### config.mk
export PLATFORM = sky130hd
export DESIGN_NAME = pong_core
export DESIGN_NICKNAME = d
export VERILOG_FILES = /design/src/rtl/pong_core.sv
export SDC_FILE = /design/constraint.sdc
export NUM_CORES = 1
export LEC_CHECK = 0
export ABC_AREA = 1
export CORE_MARGIN = 2
export CORE_UTILIZATION = 30
export CTS_CLUSTER_DIAMETER = 80
export CTS_CLUSTER_SIZE = 28
export DETAILED_ROUTE_END_ITERATION = 10
export PLACE_DENSITY = 0.53
export SLEW_MARGIN = 20
export SYNTH_ARGS = -nofsm -noshare
export SYNTH_HDL_FRONTEND = slang
export SYNTH_SLANG_ARGS = --single-unit
### constraint.sdc
create_clock -name clk -period 2.61 [get_ports clk]
set_input_delay 0.3915 -clock clk [delete_from_list [all_inputs] [get_ports clk]]
set_output_delay 0.3915 -clock clk [all_outputs]
set_load 0.05 [all_outputs]
### src/rtl/pong_core.sv
// Pong game core: ball motion, paddle/wall reflection, scoring and match sequencing.
// Advances only on frame_tick; everything else is a plain clocked state machine.
module pong_core #(
  parameter int H_RES        = 640,
  parameter int V_RES        = 480,
  parameter int BALL_SIZE    = 8,
  parameter int PADDLE_H     = 64,
  parameter int PADDLE_W     = 8,
  parameter int PADDLE_X     = 16,
  parameter int SPEED        = 4,
  parameter int SERVE_FRAMES = 60,
  parameter int SCORE_MAX    = 9
) (
  input  logic        clk,
  input  logic        rst,
  input  logic        frame_tick,
  input  logic        start,
  input  logic [19:0] ppos,
  output logic [19:0] ball,
  output logic [7:0]  score,
  output logic [1:0]  state,
  output logic        point_p1,
  output logic        point_p2,
  output logic        game_over
);
  localparam int CX   = (H_RES - BALL_SIZE) / 2;
  localparam int CY   = (V_RES - BALL_SIZE) / 2;
  localparam int LF   = PADDLE_X + PADDLE_W;
  localparam int RF   = H_RES - PADDLE_X - PADDLE_W;
  localparam int HOLD = SERVE_FRAMES / 2;
  localparam int CW   = $clog2(SERVE_FRAMES + 1);

  localparam logic signed [10:0] SPEED_S = 11'(SPEED);
  localparam logic signed [10:0] BS_S    = 11'(BALL_SIZE);
  localparam logic signed [10:0] LF_S    = 11'(LF);
  localparam logic signed [10:0] RF_S    = 11'(RF);
  localparam logic signed [10:0] XMAX_S  = 11'(H_RES - BALL_SIZE);
  localparam logic signed [10:0] YMAX_S  = 11'(V_RES - BALL_SIZE);

  typedef enum logic [1:0] {
    SERVE    = 2'd0,
    PLAY     = 2'd1,
    POINT    = 2'd2,
    GAMEOVER = 2'd3
  } state_t;

  state_t        st;
  logic [9:0]    bx, by;
  logic          dx, dy, serve_dy;   // 1 means moving toward +x / +y
  logic [CW-1:0] cnt;
  logic [3:0]    s1, s2;

  logic signed [10:0] x_s, y_s, nx, ny;
  logic [11:0]        by_w, p1_w, p2_w;
  logic               ov1, ov2;
  logic               wall_t, wall_b, hit_l, hit_r, miss_l, miss_r;

  assign x_s = {1'b0, bx};
  assign y_s = {1'b0, by};
  assign nx  = dx ? x_s + SPEED_S : x_s - SPEED_S;
  assign ny  = dy ? y_s + SPEED_S : y_s - SPEED_S;

  // 12-bit overlap math so a paddle parked near 1023 cannot wrap into range.
  assign by_w = {2'b00, by};
  assign p1_w = {2'b00, ppos[9:0]};
  assign p2_w = {2'b00, ppos[19:10]};
  assign ov1  = (by_w + 12'(BALL_SIZE) > p1_w) && (by_w < p1_w + 12'(PADDLE_H));
  assign ov2  = (by_w + 12'(BALL_SIZE) > p2_w) && (by_w < p2_w + 12'(PADDLE_H));

  assign wall_t = (ny <= 11'sd0);
  assign wall_b = (ny >= YMAX_S);
  assign hit_l  = !dx && (x_s >= LF_S) && (nx <= LF_S) && ov1;
  assign hit_r  = dx && (x_s + BS_S <= RF_S) && (nx + BS_S >= RF_S) && ov2;
  assign miss_l = (nx <= 11'sd0);
  assign miss_r = (nx >= XMAX_S);

  always_ff @(posedge clk) begin
    point_p1 <= 1'b0;
    point_p2 <= 1'b0;
    if (rst) begin
      st       <= SERVE;
      bx       <= 10'(CX);
      by       <= 10'(CY);
      dx       <= 1'b1;
      dy       <= 1'b1;
      serve_dy <= 1'b1;
      cnt      <= '0;
      s1       <= '0;
      s2       <= '0;
    end else begin
      case (st)
        SERVE: begin
          bx <= 10'(CX);
          by <= 10'(CY);
          if (frame_tick) begin
            if (cnt == CW'(SERVE_FRAMES - 1)) begin
              st       <= PLAY;
              cnt      <= '0;
              dy       <= serve_dy;
              serve_dy <= ~serve_dy;
            end else begin
              cnt <= cnt + 1'b1;
            end
          end
        end
        PLAY: begin
          if (frame_tick) begin
            if (wall_t) begin
              by <= '0;
              dy <= 1'b1;
            end else if (wall_b) begin
              by <= 10'(V_RES - BALL_SIZE);
              dy <= 1'b0;
            end else begin
              by <= ny[9:0];
            end
            // The next serve heads toward whoever just conceded.
            if (hit_l) begin
              bx <= 10'(LF);
              dx <= 1'b1;
            end else if (hit_r) begin
              bx <= 10'(RF - BALL_SIZE);
              dx <= 1'b0;
            end else if (miss_l) begin
              bx       <= '0;
              s2       <= s2 + 1'b1;
              point_p2 <= 1'b1;
              dx       <= 1'b0;
              st       <= POINT;
              cnt      <= '0;
            end else if (miss_r) begin
              bx       <= 10'(H_RES - BALL_SIZE);
              s1       <= s1 + 1'b1;
              point_p1 <= 1'b1;
              dx       <= 1'b1;
              st       <= POINT;
              cnt      <= '0;
            end else begin
              bx <= nx[9:0];
            end
          end
        end
        POINT: begin
          if (frame_tick) begin
            if (cnt == CW'(HOLD - 1)) begin
              cnt <= '0;
              if (s1 == 4'(SCORE_MAX) || s2 == 4'(SCORE_MAX)) begin
                st <= GAMEOVER;
              end else begin
                st <= SERVE;
                bx <= 10'(CX);
                by <= 10'(CY);
              end
            end else begin
              cnt <= cnt + 1'b1;
            end
          end
        end
        GAMEOVER: begin
          if (start) begin
            st       <= SERVE;
            bx       <= 10'(CX);
            by       <= 10'(CY);
            dx       <= 1'b1;
            dy       <= 1'b1;
            serve_dy <= 1'b1;
            cnt      <= '0;
            s1       <= '0;
            s2       <= '0;
          end
        end
        default: st <= SERVE;
      endcase
    end
  end

  assign ball      = {bx, by};
  assign score     = {s1, s2};
  assign state     = st;
  assign game_over = (st == GAMEOVER);
endmodule

After elaboration in Yosys (flattened, before gate mapping):

Index checks and enable logic that the tools add are counted.

* output and inout bits: 33
* register bits after elaboration: 41

* bitwise gates (word level): 3
* add/subtract/negate cells: 12
* reductions and logical operators: 24
* equality and inequality tests: 22
* magnitude comparators: 12
* mux-type cells: 73

Operators by type and width (number)
* 10-bit two-way mux: 16
* 10-bit one-hot mux with 4 select lines: 2
* 6-bit two-way mux: 10
* 4-bit two-way mux: 10
* 2-bit != test, second input constant: 12
* 6-bit one-hot mux with 4 select lines: 1
* 10-bit by 3-bit adder with 11-bit output, second input constant: 2
* 10-bit by 4-bit adder with 11-bit output, second input constant: 2
* 10-bit by 7-bit adder with 11-bit output, second input constant: 2
* 11-bit >= comparator, second input constant: 2
* 11-bit by 1-bit <= comparator with 1-bit output, second input constant: 2
* 10-bit by 11-bit less-than comparator with 1-bit output: 2
* 11-bit two-way mux: 2
* 2-bit two-way mux: 11
* 10-bit by 3-bit subtractor with 11-bit output, second input constant: 2
* 4-bit one-hot mux with 2 select lines: 2
* 1-bit two-way mux: 15
* 7-bit AND reduction: 2
* 12-bit by 10-bit greater-than comparator with 1-bit output: 1
* 6-bit AND reduction: 2
* 11-bit by 5-bit adder with 11-bit output, second input constant: 1
* 11-bit by 10-bit >= comparator with 1-bit output, second input constant: 1
* 11-bit by 10-bit greater-than comparator with 1-bit output: 1
* 11-bit <= comparator, second input constant: 1
* 26 further kinds: 42

Depth between registers and ports, before layout:

* word-level depth: 10
* gate-level depth with buffers: 20
* gate-level depth less buffers: 20

Least setup slack after synthesis:

Ideal clock, no wire load.

* path type: reg-to-reg
* start: register by[3]
* end: register s1[1]
* data arrival time: 2.875 ns
* setup slack: -0.385 ns
* stages on the path, launching flop included: 19
* buffers on the path: 0
* setup time: 0.120 ns
* path through: dfxtp_1 -> ha_1 -> nand3_1 -> nand3b_1 -> xnor2_1 -> ha_1 -> nand2_1 -> nor2_1 -> nand2_1 -> nand2_1 -> nand3_1 -> nor2_1 -> nand3_2 -> nor2_4 -> nor2_4 -> nand2_1 -> nand2_1 -> nand2_1 -> nor2_2

* cells in the longest elaborated chain, start to end: 6
* elaborated cells between the ends (all ways): 12
* classes of those cells: 1 x add/sub; 4 x order compare; 2 x eq/ne; 5 x reduce/logical

Ends and longest elaborated chain
* from (decl): line 48 `logic [9:0] bx, by;`
* from (signal assigned): line 83 `by <= 10'(CY);`
* from (signal assigned): line 94 `by <= 10'(CY);`
* from (signal assigned): line 112 `by <= 10'(V_RES - BALL_SIZE);`
* 10-bit by 4-bit adder with 11-bit output: line 67, 68
* 12-bit by 10-bit greater-than comparator with 1-bit output / 11-bit by 10-bit greater-than comparator with 1-bit output (equally long branches): line 67, 68
* 1-bit logical AND (on tied branches): line 67, 68
* 1-bit logical AND (on tied branches): line 72, 73
* 2-bit != test (no source line)
* 7-bit AND reduction (no source line) *
* to (signal assigned): line 133 `s1 <= s1 + 1'b1;`
* to (decl): line 51 `logic [3:0] s1, s2;`

Mark *: on every way between the ends. The rest lies on a longest branch, timed or not.
A chain may end at the register's enable or synchronous reset.

Final worst setup path:

* start: register by[3]
* end: register s1[2]

The elaborated chain is that of the path after synthesis.

==> impl_metrics.json <==
{
  "finalCritPeriodShare_pct": 103.9,
  "syn_area_per_cell_um2": 6.355,
  "failed_checks": "setup timing",
  "path_clk_slew_ns": 0.06,
  "critPathKind": "flip-flop to flip-flop",
  "ys.flop_type": "dfxtp_1",
  "synthArstFlopShare_pct": 0,
  "intPower_mw": 1.959,
  "ir_worst_vdd_mv": 0.3134,
  "cts_buffers": 5,
  "leakage_nw": 2.938,
  "hpwl_um": 9762,
  "dieArea_um2": 15120,
  "worst-path-max-fanout": 6,
  "max_cap_violations": 0,
  "fin_area_um2": 6038,
  "setup_slack_ns": -0.1007,
  "setup-tns-final_ns": -1.043,
  "ys_ff_latch": 37,
  "postSynthCellCount": 668,
  "drive_above_1_share_pct": 22.52,
  "grt_max_degree": 22,
  "p_switching_mw": 1.572,
  "r2r-end": "s1[2]$_SDFFE_PP0P_",
  "rr_worst_depth": 16,
  "grt_pass1_wl_um": 20980,
  "post-place-ws_ns": -0.3785,
  "synth_top_area_share_pct": 17.45,
  "synth_edf_count": 0,
  "wl_per_cell_um": 13.00,
  "switching_share_pct": 44.53,
  "wl_um": 12680,
  "endpoint_kind": "flip-flop",
  "die_y_um": 123.0,
  "port_buffers": 52,
  "fin_crit_ns": 2.711,
  "cts_buffer_depth": 2,
  "drtPass1Iterations": 4,
  "final_max_slew_viol_count": 0,
  "start_util_pct": 30.70,
  "core_um2": 13830,
  "ant_nets": 0,
  "cts_sinks": 37,
  "htreeDepth": 2,
  "p_per_area_nw_per_um2": 584.7,
  "drt_iter0_drc": 265,
  "grt_pass1_vias": 4580,
  "timing.fmax_mhz": 368.9,
  "stdcell_count": 975,
  "cts_tree": "built",
  "critical_path_required_ns": 2.78,
  "worstReg2RegStart": "by[3]$_SDFFE_PP1P_",
  "viasPerCell": 4.750,
  "grt_util_all_layers_pct": 16.96,
  "io_pins": 57,
  "setup_violations": 15,
  "finalHoldViolations": 0,
  "clk_latency_ns": 0.28,
  "slew_headroom_pct": 53.72,
  "p_seq_share_pct": 19.3,
  "die_w_um": 123.0,
  "cts-root-buf": "clkbuf_16",
  "place_congestion": 0.8865,
  "fill_cells": 1422,
  "layout_common_cells": "167 x nand2_1, 89 x inv_1, 69 x buf_4",
  "vias": 4631,
  "rrSetupSlack_ns": -0.10,
  "place_inst": 954,
  "endpoint": "s1[2]$_SDFFE_PP0P_",
  "ys_types": 47,
  "ys_top_cells_by_area": "dfxtp_1 17%, ha_1 17%, nand2_1 16%",
  "area_growth_pct": 42.23,
  "crit_path_start": "by[3]$_SDFFE_PP1P_",
  "synth_area_leader_cell": "dfxtp_1",
  "hold_class": "flip-flop to flip-flop",
  "skew_ns": 0.004932,
  "antenna_cells": 0,
  "syn_area_um2": 4245,
  "placed_area_um2": 5410,
  "arrival_ns": 2.88,
  "ys.warnings.count": 0,
  "p_comb_share_pct": 61.2,
  "worst_slew_pin_slew_ns": 0.6890,
  "ctsHoldBuffers": 0,
  "mostFrequentLayoutCell": "nand2_1",
  "grt-ovfl-total": 0,
  "drc": 0,
  "rsz0062_at_grt": "true",
  "start_kind": "flip-flop",
  "rows": 43,
  "antenna_found_initial": 0,
  "fin_nets": 877,
  "totalPowerFinal_mw": 3.531,
  "ys_seq_area_share_pct": 17.45,
  "power_frac_clock_pct": 19.6,
  "status": "complete, but fails checks"
}
[area by class of cell]
type | count | area [µm²] | share of cell area [%]
sequential | 37 | 758.2 | 12.56
clock buffer | 5 | 125.1 | 2.072
multi-input combinational | 524 | 3411 | 56.49
clock inverter | 3 | 41.29 | 0.6838
timing repair inverter | 1 | 7.507 | 0.1243
timing repair buffer | 125 | 1084 | 17.94
inverter | 100 | 386.6 | 6.403
tap | 180 | 225.2 | 3.730
[state kept, by name (all words and copies together), names as in the netlist]
name / flops
by: 8
state: 2
point_p2: 1
s2: 4
serve_dy: 1
cnt: 6
dx: 1
bx: 8
s1: 4
point_p1: 1
dy: 1
[power groups by stage]
stage | Sequential (mW) | Clock [mW] | Combinational, mW
after floorplan | 0.828 | 0 | 1.07
final | 0.680 | 0.691 | 2.16
after global placement | 0.682 | 0 | 1.87
after global routing | 0.688 | 0.735 | 2.41
after CTS | 0.673 | 0.705 | 1.92
after detailed placement | 0.683 | 0 | 1.88
[Yosys cell counts (2+ instances only)]
cell type,n
nor2_4,2
buf_2,2
nor2_2,5
o31ai_1,3
xor2_1,15
nor3b_1,3
nand2_1,179
ha_1,57
fa_1,2
xnor2_1,7
o211ai_1,2
dfxtp_1,37
a21oi_1,51
nand4_1,17
buf_4,4
a31oi_1,2
clkbuf_1,3
nand3_1,57
nor2_1,57
nand2_2,5
nand3b_1,11
nand3_2,3
o21ai_1,2
inv_2,5
inv_1,94
nor3_1,5
o21ai_2,2
o21ai_0,16
a21o_1,2
[layer usage]
layer | track usage (%) | wire length [µm] | up-vias
li1 | - | - | 2416
met5 | 0 | 0 | -
met2 | 29.14 | 6011 | 97
met1 | 22.77 | 6061 | 2107
met4 | 2.586 | 115 | 0
met3 | 2.675 | 488 | 11
[worst max-delay path, cell delays in order, from the launching register on]
cell        delay (ns)
dfxtp_4           0.37
ha_4              0.14
nand3_2           0.07
nand3b_1          0.21
xnor2_2           0.19
ha_1              0.31
nand2_1           0.06
inv_2             0.07
nand3_4           0.08
a21oi_2           0.11
nor2_1            0.06
nor2_2            0.15
nand4_1           0.18
nand2_2           0.18
clkinvlp_4        0.18
nand3_1           0.16
a21oi_2           0.06
[logic make-up after synthesis]
| kind of cell | synth area share (%) |
|---|---|
| AO/OA/AOI/OAI | 11.23 |
| XOR/XNOR | 5.187 |
| adder cells (fa/ha/maj) | 17.74 |
| buffers and inverters | 10.32 |
| flip-flops | 17.45 |
| other | 0.08833 |
| AND/OR/NAND/NOR | 37.99 |
[stage by stage]
step | util [%] | hold WS [ns]
after global routing | 43.67 | 0.5305
final | 43.67 | 0.4948
after global placement | 39.13 | 0.4753
after CTS | 41.00 | 0.5004
after floorplan | - | 0.4531
after detailed placement | 39.13 | 0.4940
[repair_timing]
action / in CTS / in global routing
pin swaps: 19 / 27
gates resized for setup: 17 / 72
cloned: 1 / 0
buffers inserted: 2 / 10
setup endpoints to repair: 20 / 33
[how the worst min path moves through the flow]
stage                        startpoint                   to  slack, ns  cells after the start
floorplan           cnt[3]$_SDFFE_PP0P_  cnt[3]$_SDFFE_PP0P_       0.45                      2
global placement    cnt[3]$_SDFFE_PP0P_  cnt[3]$_SDFFE_PP0P_       0.48                      2
detailed placement  cnt[3]$_SDFFE_PP0P_  cnt[3]$_SDFFE_PP0P_       0.49                      2
CTS                 cnt[3]$_SDFFE_PP0P_  cnt[3]$_SDFFE_PP0P_       0.50                      2
global route        cnt[3]$_SDFFE_PP0P_  cnt[3]$_SDFFE_PP0P_       0.53                      2
finish              cnt[3]$_SDFFE_PP0P_  cnt[3]$_SDFFE_PP0P_       0.49                      2
Power figures use the tool's default switching activity.
